## config.mk

```make
export PLATFORM = sky130hd
export DESIGN_NAME = aes_req_arbiter
export DESIGN_NICKNAME = d
export VERILOG_FILES = /design/src/rtl/aes_req_arbiter.sv
export SDC_FILE = /design/constraint.sdc
export NUM_CORES = 1
export LEC_CHECK = 0
export CAP_MARGIN = 20
export CORE_AREA = 2 2 405 407
export DETAILED_ROUTE_END_ITERATION = 6
export DIE_AREA = 0 0 407 409
export PLACE_DENSITY = 0.4
export SYNTH_ARGS = -nofsm -noshare
export SYNTH_HDL_FRONTEND = slang
export SYNTH_SLANG_ARGS = --single-unit
export TNS_END_PERCENT = 5
```

## constraint.sdc

```tcl
create_clock -name clk -period 2.2 [get_ports clk]
set_clock_uncertainty 0.15 [all_clocks]
set_input_delay 0.44 -clock clk [delete_from_list [all_inputs] [get_ports clk]]
set_output_delay 0.44 -clock clk [all_outputs]
set_load 0.02 [all_outputs]
```

## src/rtl/aes_req_arbiter.sv

```systemverilog
// aes_req_arbiter: round-robin front end sharing one AES core between two requesters.
// Optional watchdog abort is compiled in with `define AES_ARB_TIMEOUT_EN.
module aes_req_arbiter #(
    parameter int Nk      = 4,
    parameter int TIMEOUT = 64
) (
    input  logic              clk,
    input  logic              rst_n,
    input  logic              req0_valid,
    output logic              req0_ready,
    input  logic [127:0]      req0_data,
    input  logic [32*Nk-1:0]  req0_key,
    input  logic              req1_valid,
    output logic              req1_ready,
    input  logic [127:0]      req1_data,
    input  logic [32*Nk-1:0]  req1_key,
    output logic              resp_valid,
    input  logic              resp_ready,
    output logic [127:0]      resp_data,
    output logic              resp_id,
    output logic              resp_err,
    output logic              core_load,
    output logic [127:0]      core_pt,
    output logic [32*Nk-1:0]  core_key,
    input  logic [127:0]      core_ct,
    input  logic              core_valid,
    output logic              busy
);

    localparam int KW = 32 * Nk;

    typedef enum logic [2:0] {
        S_IDLE,
        S_LOAD,
        S_DRAIN,
        S_WAIT,
        S_RESP
    } state_t;

    state_t          state;
    logic            last;
    logic            grant;
    logic            accept;
    logic            completion;
    logic            timeout_hit;
    logic [127:0]    data_mux;
    logic [KW-1:0]   key_mux;

    if (TIMEOUT < 1) begin : g_bad_timeout
        $error("aes_req_arbiter: TIMEOUT must be at least 1");
    end

    // A tie goes to whichever requester was not served last.
    assign grant      = req1_valid & (~req0_valid | ~last);
    assign req0_ready = (state == S_IDLE) && req0_valid && !grant;
    assign req1_ready = (state == S_IDLE) && req1_valid && grant;
    assign accept     = req0_ready | req1_ready;
    assign completion = (state == S_WAIT) && core_valid;
    assign data_mux   = grant ? req1_data : req0_data;
    assign key_mux    = grant ? req1_key  : req0_key;

    always_ff @(posedge clk) begin
        if (!rst_n) begin
            state      <= S_IDLE;
            last       <= 1'b1;
            resp_valid <= 1'b0;
            resp_data  <= '0;
            resp_id    <= 1'b0;
            core_load  <= 1'b0;
            core_pt    <= '0;
            core_key   <= '0;
            busy       <= 1'b0;
        end else begin
            core_load <= 1'b0;
            case (state)
                S_IDLE: begin
                    if (accept) begin
                        core_pt   <= data_mux;
                        core_key  <= key_mux;
                        resp_id   <= grant;
                        last      <= grant;
                        core_load <= 1'b1;
                        busy      <= 1'b1;
                        state     <= S_LOAD;
                    end
                end
                S_LOAD: begin
                    state <= S_DRAIN;
                end
                // The core is not reset with us, so a valid level left over from the
                // previous operation must be seen low before a result is trusted.
                S_DRAIN: begin
                    if (timeout_hit) begin
                        resp_data  <= '0;
                        resp_valid <= 1'b1;
                        state      <= S_RESP;
                    end else if (!core_valid) begin
                        state <= S_WAIT;
                    end
                end
                S_WAIT: begin
                    if (completion) begin
                        resp_data  <= core_ct;
                        resp_valid <= 1'b1;
                        state      <= S_RESP;
                    end else if (timeout_hit) begin
                        resp_data  <= '0;
                        resp_valid <= 1'b1;
                        state      <= S_RESP;
                    end
                end
                S_RESP: begin
                    if (resp_ready) begin
                        resp_valid <= 1'b0;
                        busy       <= 1'b0;
                        state      <= S_IDLE;
                    end
                end
                default: begin
                    state <= S_IDLE;
                end
            endcase
        end
    end

`ifdef AES_ARB_TIMEOUT_EN
    localparam int CW = $clog2(TIMEOUT + 1);

    logic [CW-1:0] wd_cnt;

    assign timeout_hit = ((state == S_DRAIN) || (state == S_WAIT)) &&
                         (wd_cnt == CW'(TIMEOUT - 1));

    // Counts cycles spent waiting on the core; a same-edge completion wins over the abort.
    always_ff @(posedge clk) begin
        if (!rst_n) begin
            wd_cnt   <= '0;
            resp_err <= 1'b0;
        end else begin
            if (state == S_LOAD) begin
                wd_cnt <= '0;
            end else if ((state == S_DRAIN) || (state == S_WAIT)) begin
                wd_cnt <= wd_cnt + 1'b1;
            end
            if (completion) begin
                resp_err <= 1'b0;
            end else if (timeout_hit) begin
                resp_err <= 1'b1;
            end
        end
    end
`else
    assign timeout_hit = 1'b0;
    assign resp_err    = 1'b0;
`endif

    a_one_ready : assert property (@(posedge clk) disable iff (!rst_n)
        !(req0_ready && req1_ready));

    a_ready_only_idle : assert property (@(posedge clk) disable iff (!rst_n)
        (state != S_IDLE) |-> !(req0_ready || req1_ready));

    a_load_single : assert property (@(posedge clk) disable iff (!rst_n)
        core_load |=> !core_load);

    a_resp_hold : assert property (@(posedge clk) disable iff (!rst_n)
        (resp_valid && !resp_ready) |=> (resp_valid && $stable(resp_data) && $stable(resp_id)));

endmodule

```

==> results of run 1 <==
[layout make-up]
| class | count | area [um2] |
|---|---|---|
| Clock buffer | 85 | 1660 |
| Inverter | 4 | 17.5 |
| Antenna cell | 16 | 40.0 |
| Fill cell | 18138 | 131000 |
| Multi-Input combinational cell | 1189 | 7320 |
| Timing Repair Buffer | 1128 | 11000 |
| Tap cell | 2175 | 2720 |
| Clock inverter | 13 | 138 |
| Sequential cell | 392 | 7850 |
[flip-flops by register name, indices dropped and copies added, names as in the netlist]
| register | count |
|---|---|
| busy | 1 |
| core_key | 128 |
| core_load | 1 |
| core_pt | 128 |
| last | 1 |
| resp_data | 128 |
| resp_id | 1 |
| resp_valid | 1 |
| state | 3 |
[critical path, stage by stage]
cell	delay, ns
clkdlybuf4s50_1	0.68
buf_4	0.23
nand3_4	0.11
inv_4	0.08
buf_12	0.11
[cells by family after synthesis]
family	count (synthesis)	share of synthesized area
AO/OA/AOI/OAI	654	0.320
AND/OR/NAND/NOR	534	0.127
flip-flops	392	0.483
buffers and inverters	192	0.0694
other	1	0.000231
[cells in the mapped netlist, types with 2 or more instances]
cell	instances
o21ai_1	237
a21oi_1	5
a21boi_1	111
o221a_2	26
buf_2	38
buf_4	20
a21boi_0	18
nand2b_1	2
buf_1	3
nand3_2	2
buf_6	38
inv_1	3
nand2_1	518
o21ai_0	23
o221a_1	230
nor2_1	2
dfxtp_1	392
clkbuf_1	89
[power groups by stage]
stage	clock network, uW	registers [uW]	logic, uW
global placement	0	8960	8250
global route	9670	8880	8060
floorplan	0	9930	2560
finish	9110	8770	7570
detailed placement	0	8920	8270
CTS	9460	8780	7680
[through the flow]
step                      instance area [um2]  worst slack, ns  TNS (ns)  utilization
after global placement                  29300           -0.440    -74.19        0.181
after CTS                               30700           -0.124    -0.239        0.189
after floorplan                         16300            0.361         0            -
after global routing                    30700           -0.141    -0.276        0.190
after detailed placement                29300           -0.384    -70.47        0.181
final                                   30700          -0.0649   -0.0927        0.190
[worst max-delay path by stage]
stage | from | to | slack, ns | cells after the start
after floorplan | state[0] | req0_ready | 0.36 | 6
after global placement | req0_valid | req1_ready | -0.44 | 5
after detailed placement | req0_valid | req1_ready | -0.38 | 5
after CTS | state[1] | req1_ready | -0.12 | 5
after global routing | state[1] | req1_ready | -0.14 | 5
final | req0_valid | req0_ready | -0.06 | 5
[what timing repair did]
| item | 4_1_cts | 5_1_grt |
|---|---|---|
| endpoints found under the setup margin | 375 | 6 |
| resized for setup | 403 | 4 |
| hold endpoints to repair | 2 | 0 |
| pin swaps | 2 | 0 |
| hold buffers | 1 | 0 |
| setup buffers | 2 | 0 |
[routing by layer]
layer | wire length (um) | vias up
li1 | - | 8421
met1 | 51000 | 9045
met2 | 64000 | 798
met3 | 10200 | 181
met4 | 2890 | 18
met5 | 141 | -
==> results.toml, run 1 <==
[run_status]
status = "finished with violations"
failed_checks = "negative setup slack"

[power_and_ir_drop]
power_switching_share = 0.340
p_sw_uw = 8660
p_total_uw = 25400
internal_power_uw = 16800
p_per_area_nw_per_um2 = 828
sequentialPowerShare = 0.345
p_leak_uw = 0.0119
peakVddDrop_mv = 0.621
clockPowerShare = 0.358
power_frac_comb = 0.297

[drt]
drc = 0
vias = 18463
drt_pass1_iterations = 5
ant_nets = 0
vias_per_cell = 3.69
drt_iter0_drc = 1195
wl_per_cell_um = 25.6
wl_um = 128000

[final_layout]
layout-drive-gt1-share = 0.0829
mostFrequentLayoutCell = "clkdlybuf4s50_1"
fin_cells = 5002
fin_nets = 3415
area_delta_synth_final_pct = 89.1
most-common-layout-cells = "645 x clkdlybuf4s50_1, 518 x nand2_1, 390 x dfxtp_1"

[global_route]
grt_pass1_wl_um = 168000
grt.busiest_layer = "met2"
use_met1 = 0.171
grt_max_degree = 59
grt_util_met3 = 0.0431
grt_overflow = 0
grt_antenna_before_repair = 60
grt_pass1_vias = 18739
grtUsageMet2 = 0.258
grt_usage = 0.146

[floorplanning]
placementRows = 148
start_util = 0.100
die_area_um2 = 166000
ios = 1037
die_h_um = 409
dieWidth_um = 407
core_um2 = 162000

[logic_synthesis]
ys_warn_count = 0
syn-num-nets = 2419
async_flop_share = 0
synth-edff-count = 0
synth_cell_type_count = 34
syn_inst = 1773
yosys.area.top_type = "dfxtp_1"
synth_top_area_frac = 0.483
yosysSeqAreaShare = 0.483
synth_ff_type = "dfxtp_1"
avgSynthCellArea_um2 = 9.17
ys_seq_elements = 392
netlist_area_um2 = 16300
synth_area_leaders = "dfxtp_1 48%, o221a_1 16%, nand2_1 12%"

[cts]
clock_path_buffers = 3
path_clk_slew_ns = 0.06
numCtsBuffers = 54
cts_num_sinks = 392
htreeDepth = 2
clk_latency_ns = 0.65
cts_tree = "done"
cts_root_buf = "clkbuf_16"

[sta]
maxSlewViolCount = 0
rsz0062_at_grt = "true"
min_period_over_period = 1.03
hold_viol = 0
fmax_ghz = 0.442
fin_ws_ns = -0.0649
setup_viol = 2
slew_headroom = 0.608
period_needed_ns = 2.26
holdWs_ns = 0.188
worst_pin_slew_ns = 0.588

[placed_design]
port_buffers = 1035
dp_hpwl_um = 103000
routabilityCongestion = 0.835
placed_cells = 4885

[hold_path]
hp-class = "in -> reg"
hp-start = "core_ct[71]"
whs_path_depth = 3
hold_end = "resp_data[71]"

[setup_path]
reg2reg_slack_ns = 0.19
path_class = "in -> out"
cp.required_ns = 1.61
rr_startpoint = "state[1]"
worstReg2RegEnd = "core_pt[57]"
cp-end-kind = "primary output"
crit_arrival_ns = 1.67
startpoint_type = "input port"
r2r_cells = 7
cp_max_fo = 4

[job]
drv_cap = 0
Note: power is estimated with default switching activity, not from simulation.
==> inputs of run 2 (changes only) <==
--- a/config.mk
+++ b/config.mk
@@ -10,6 +10,7 @@
 export DETAILED_ROUTE_END_ITERATION = 6
 export DIE_AREA = 0 0 407 409
 export PLACE_DENSITY = 0.4
+export SETUP_SLACK_MARGIN = 0.1
 export SYNTH_ARGS = -nofsm -noshare
 export SYNTH_HDL_FRONTEND = slang
 export SYNTH_SLANG_ARGS = --single-unit
==> run 2 against run 1 <==
- the run still ends with negative setup slack left
- first-iteration DRC count is 0.59% lower
- combinational power is 0.5% higher
- sequential power hardly changed
- utilization is 0.10 points higher
- clock power hardly changed
- flip-flop and latch count stayed put
- critical path type unchanged
- critical endpoint unchanged
==> results.toml, run 2 (synthesis gave the netlist of run 1 again) <==
[run_status]
status = "finished with violations"
failed_checks = "negative setup slack"

[sta]
slew_headroom = 0.624
min_period_over_period = 1.02
fmax_ghz = 0.444
rsz0062_at_grt = "true"
worst_pin_slew_ns = 0.564
fin_ws_ns = -0.0532
maxSlewViolCount = 0
setup_viol = 2
period_needed_ns = 2.25
hold_viol = 0

[power_and_ir_drop]
p_leak_uw = 0.0116
p_total_uw = 25500
p_per_area_nw_per_um2 = 825
peakVddDrop_mv = 0.623

[global_route]
grt_max_degree = 59
grt_pass1_wl_um = 168000
grt_overflow = 0
grt_pass1_vias = 18750
grt_usage = 0.146
grt_antenna_before_repair = 60

[final_layout]
most-common-layout-cells = "644 x clkdlybuf4s50_1, 518 x nand2_1, 385 x dfxtp_1"
fin_nets = 3416
fin_cells = 5004
area_delta_synth_final_pct = 90.1
layout-drive-gt1-share = 0.108
fin_util = 0.191
largestRegisters = "core_key: 128 flops, core_pt: 128 flops, resp_data: 128 flops"
mostFrequentLayoutCell = "clkdlybuf4s50_1"
fillers = 18115
final_area_um2 = 30900

[setup_path]
cp-end-kind = "primary output"
rr_startpoint = "state[1]"
crit_path_top_delay_cell = "clkdlybuf4s50_1"
path_class = "in -> out"
cp.buffers_inverters = 4
crit_arrival_ns = 1.66
path_delay_family = "buffers and inverters"
cp.required_ns = 1.61
crit_chain = "clkdlybuf4s50_1 > buf_4 > nand3_4 > inv_4 > buf_12"
cp_max_fo = 4
startpoint_type = "input port"
max_stage_delay_ns = 0.67
critPathLaunch = "req0_valid"

[placed_design]
routabilityCongestion = 0.835
dpl_cell_area_um2 = 29300
port_buffers = 1035
placed_cells = 4885
dp_hpwl_um = 103000

[hold_path]
hp-class = "in -> reg"
hp-start = "core_ct[71]"

[drt]
ant_nets = 0
vias = 18438
drc = 0
vias_per_cell = 3.68
drt_pass1_iterations = 5
drt_iter0_drc = 1188
wl_per_cell_um = 25.6
wl_um = 128000

[floorplanning]
die_area_um2 = 166000
die_h_um = 409
dieWidth_um = 407
placementRows = 148
core_um2 = 162000
ios = 1037
start_util = 0.100

[cts]
cts_tree = "done"
path_clk_slew_ns = 0.06
clock_path_buffers = 3
numCtsBuffers = 54
cts_root_buf = "clkbuf_16"
cts_num_sinks = 392
clk_latency_ns = 0.65
htreeDepth = 2

[job]
drv_cap = 0
==> run 2: changes by cell type in the layout (fill, tap and decap cells not counted), sizes merged <==
cell / before / now
clkdlybuf4s15: 18 / 92
dlygate4sd2: 355 / 281
buf: 107 / 110
dlymetal6s2s: 2 / 0
clkbuf: 85 / 86
clkdlybuf4s50: 645 / 644
diode: 16 / 17
==> run 2: layout make-up <==
| type | instances | area, um2 | area share |
|---|---|---|---|
| Timing Repair Buffer | 1129 | 11200 | 0.361 |
| Sequential cell | 392 | 7860 | 0.254 |
| Multi-Input combinational cell | 1189 | 7320 | 0.237 |
| Tap cell | 2175 | 2720 | 0.0880 |
| Clock buffer | 85 | 1660 | 0.0537 |
| Clock inverter | 13 | 138 | 0.00445 |
| Antenna cell | 17 | 42.5 | 0.00138 |
| Inverter | 4 | 17.5 | 0.000567 |
==> run 2: final timing paths <==
path                        end  slack, ns  cells after the start
setup / recovery     req0_ready      -0.05                      5
hold / removal    resp_data[71]       0.19                      3
setup reg to reg    core_pt[57]       0.20                      7
hold reg to reg    resp_data[9]       0.30                      2
==> run 2: power breakdown <==
group | internal [uW] | switching [uW] | leakage, uW
Clock | 5280 | 3830 | 0.000891
Sequential | 8110 | 666 | 0.00324
Combinational | 3440 | 4170 | 0.00748
==> run 2: timing repair <==
action,4_1_cts,5_1_grt
endpoints found under the hold margin,2,0
pin swaps,2,0
hold buffers,1,0
gates resized for setup,557,2
cloned,0,0
setup endpoints to repair,378,4
buffers inserted,3,0
==> run 2: layer usage <==
layer | vias to the layer above | share of wire | global-route usage
li1 | 8428 | - | -
met1 | 9024 | 0.40 | 0.171
met2 | 792 | 0.50 | 0.258
met3 | 176 | 0.080 | 0.0431
met4 | 18 | 0.023 | 0.0351
met5 | - | 0.0011 | 0
==> run 2: worst min-delay path, stage by stage <==
cell,delay [ns]
clkdlybuf4s50_1,0.40
nand2_1,0.06
a21boi_1,0.05
==> run 2: through the flow <==
| stage | hold WS [ns] | setup slack (ns) | setup TNS [ns] |
|---|---|---|---|
| floorplan | 0.328 | 0.361 | 0 |
| global placement | 0.293 | -0.440 | -74.19 |
| detailed placement | 0.297 | -0.384 | -70.47 |
| CTS | 0.111 | -0.124 | -0.236 |
| global route | 0.172 | -0.141 | -0.276 |
| finish | 0.187 | -0.0532 | -0.0779 |
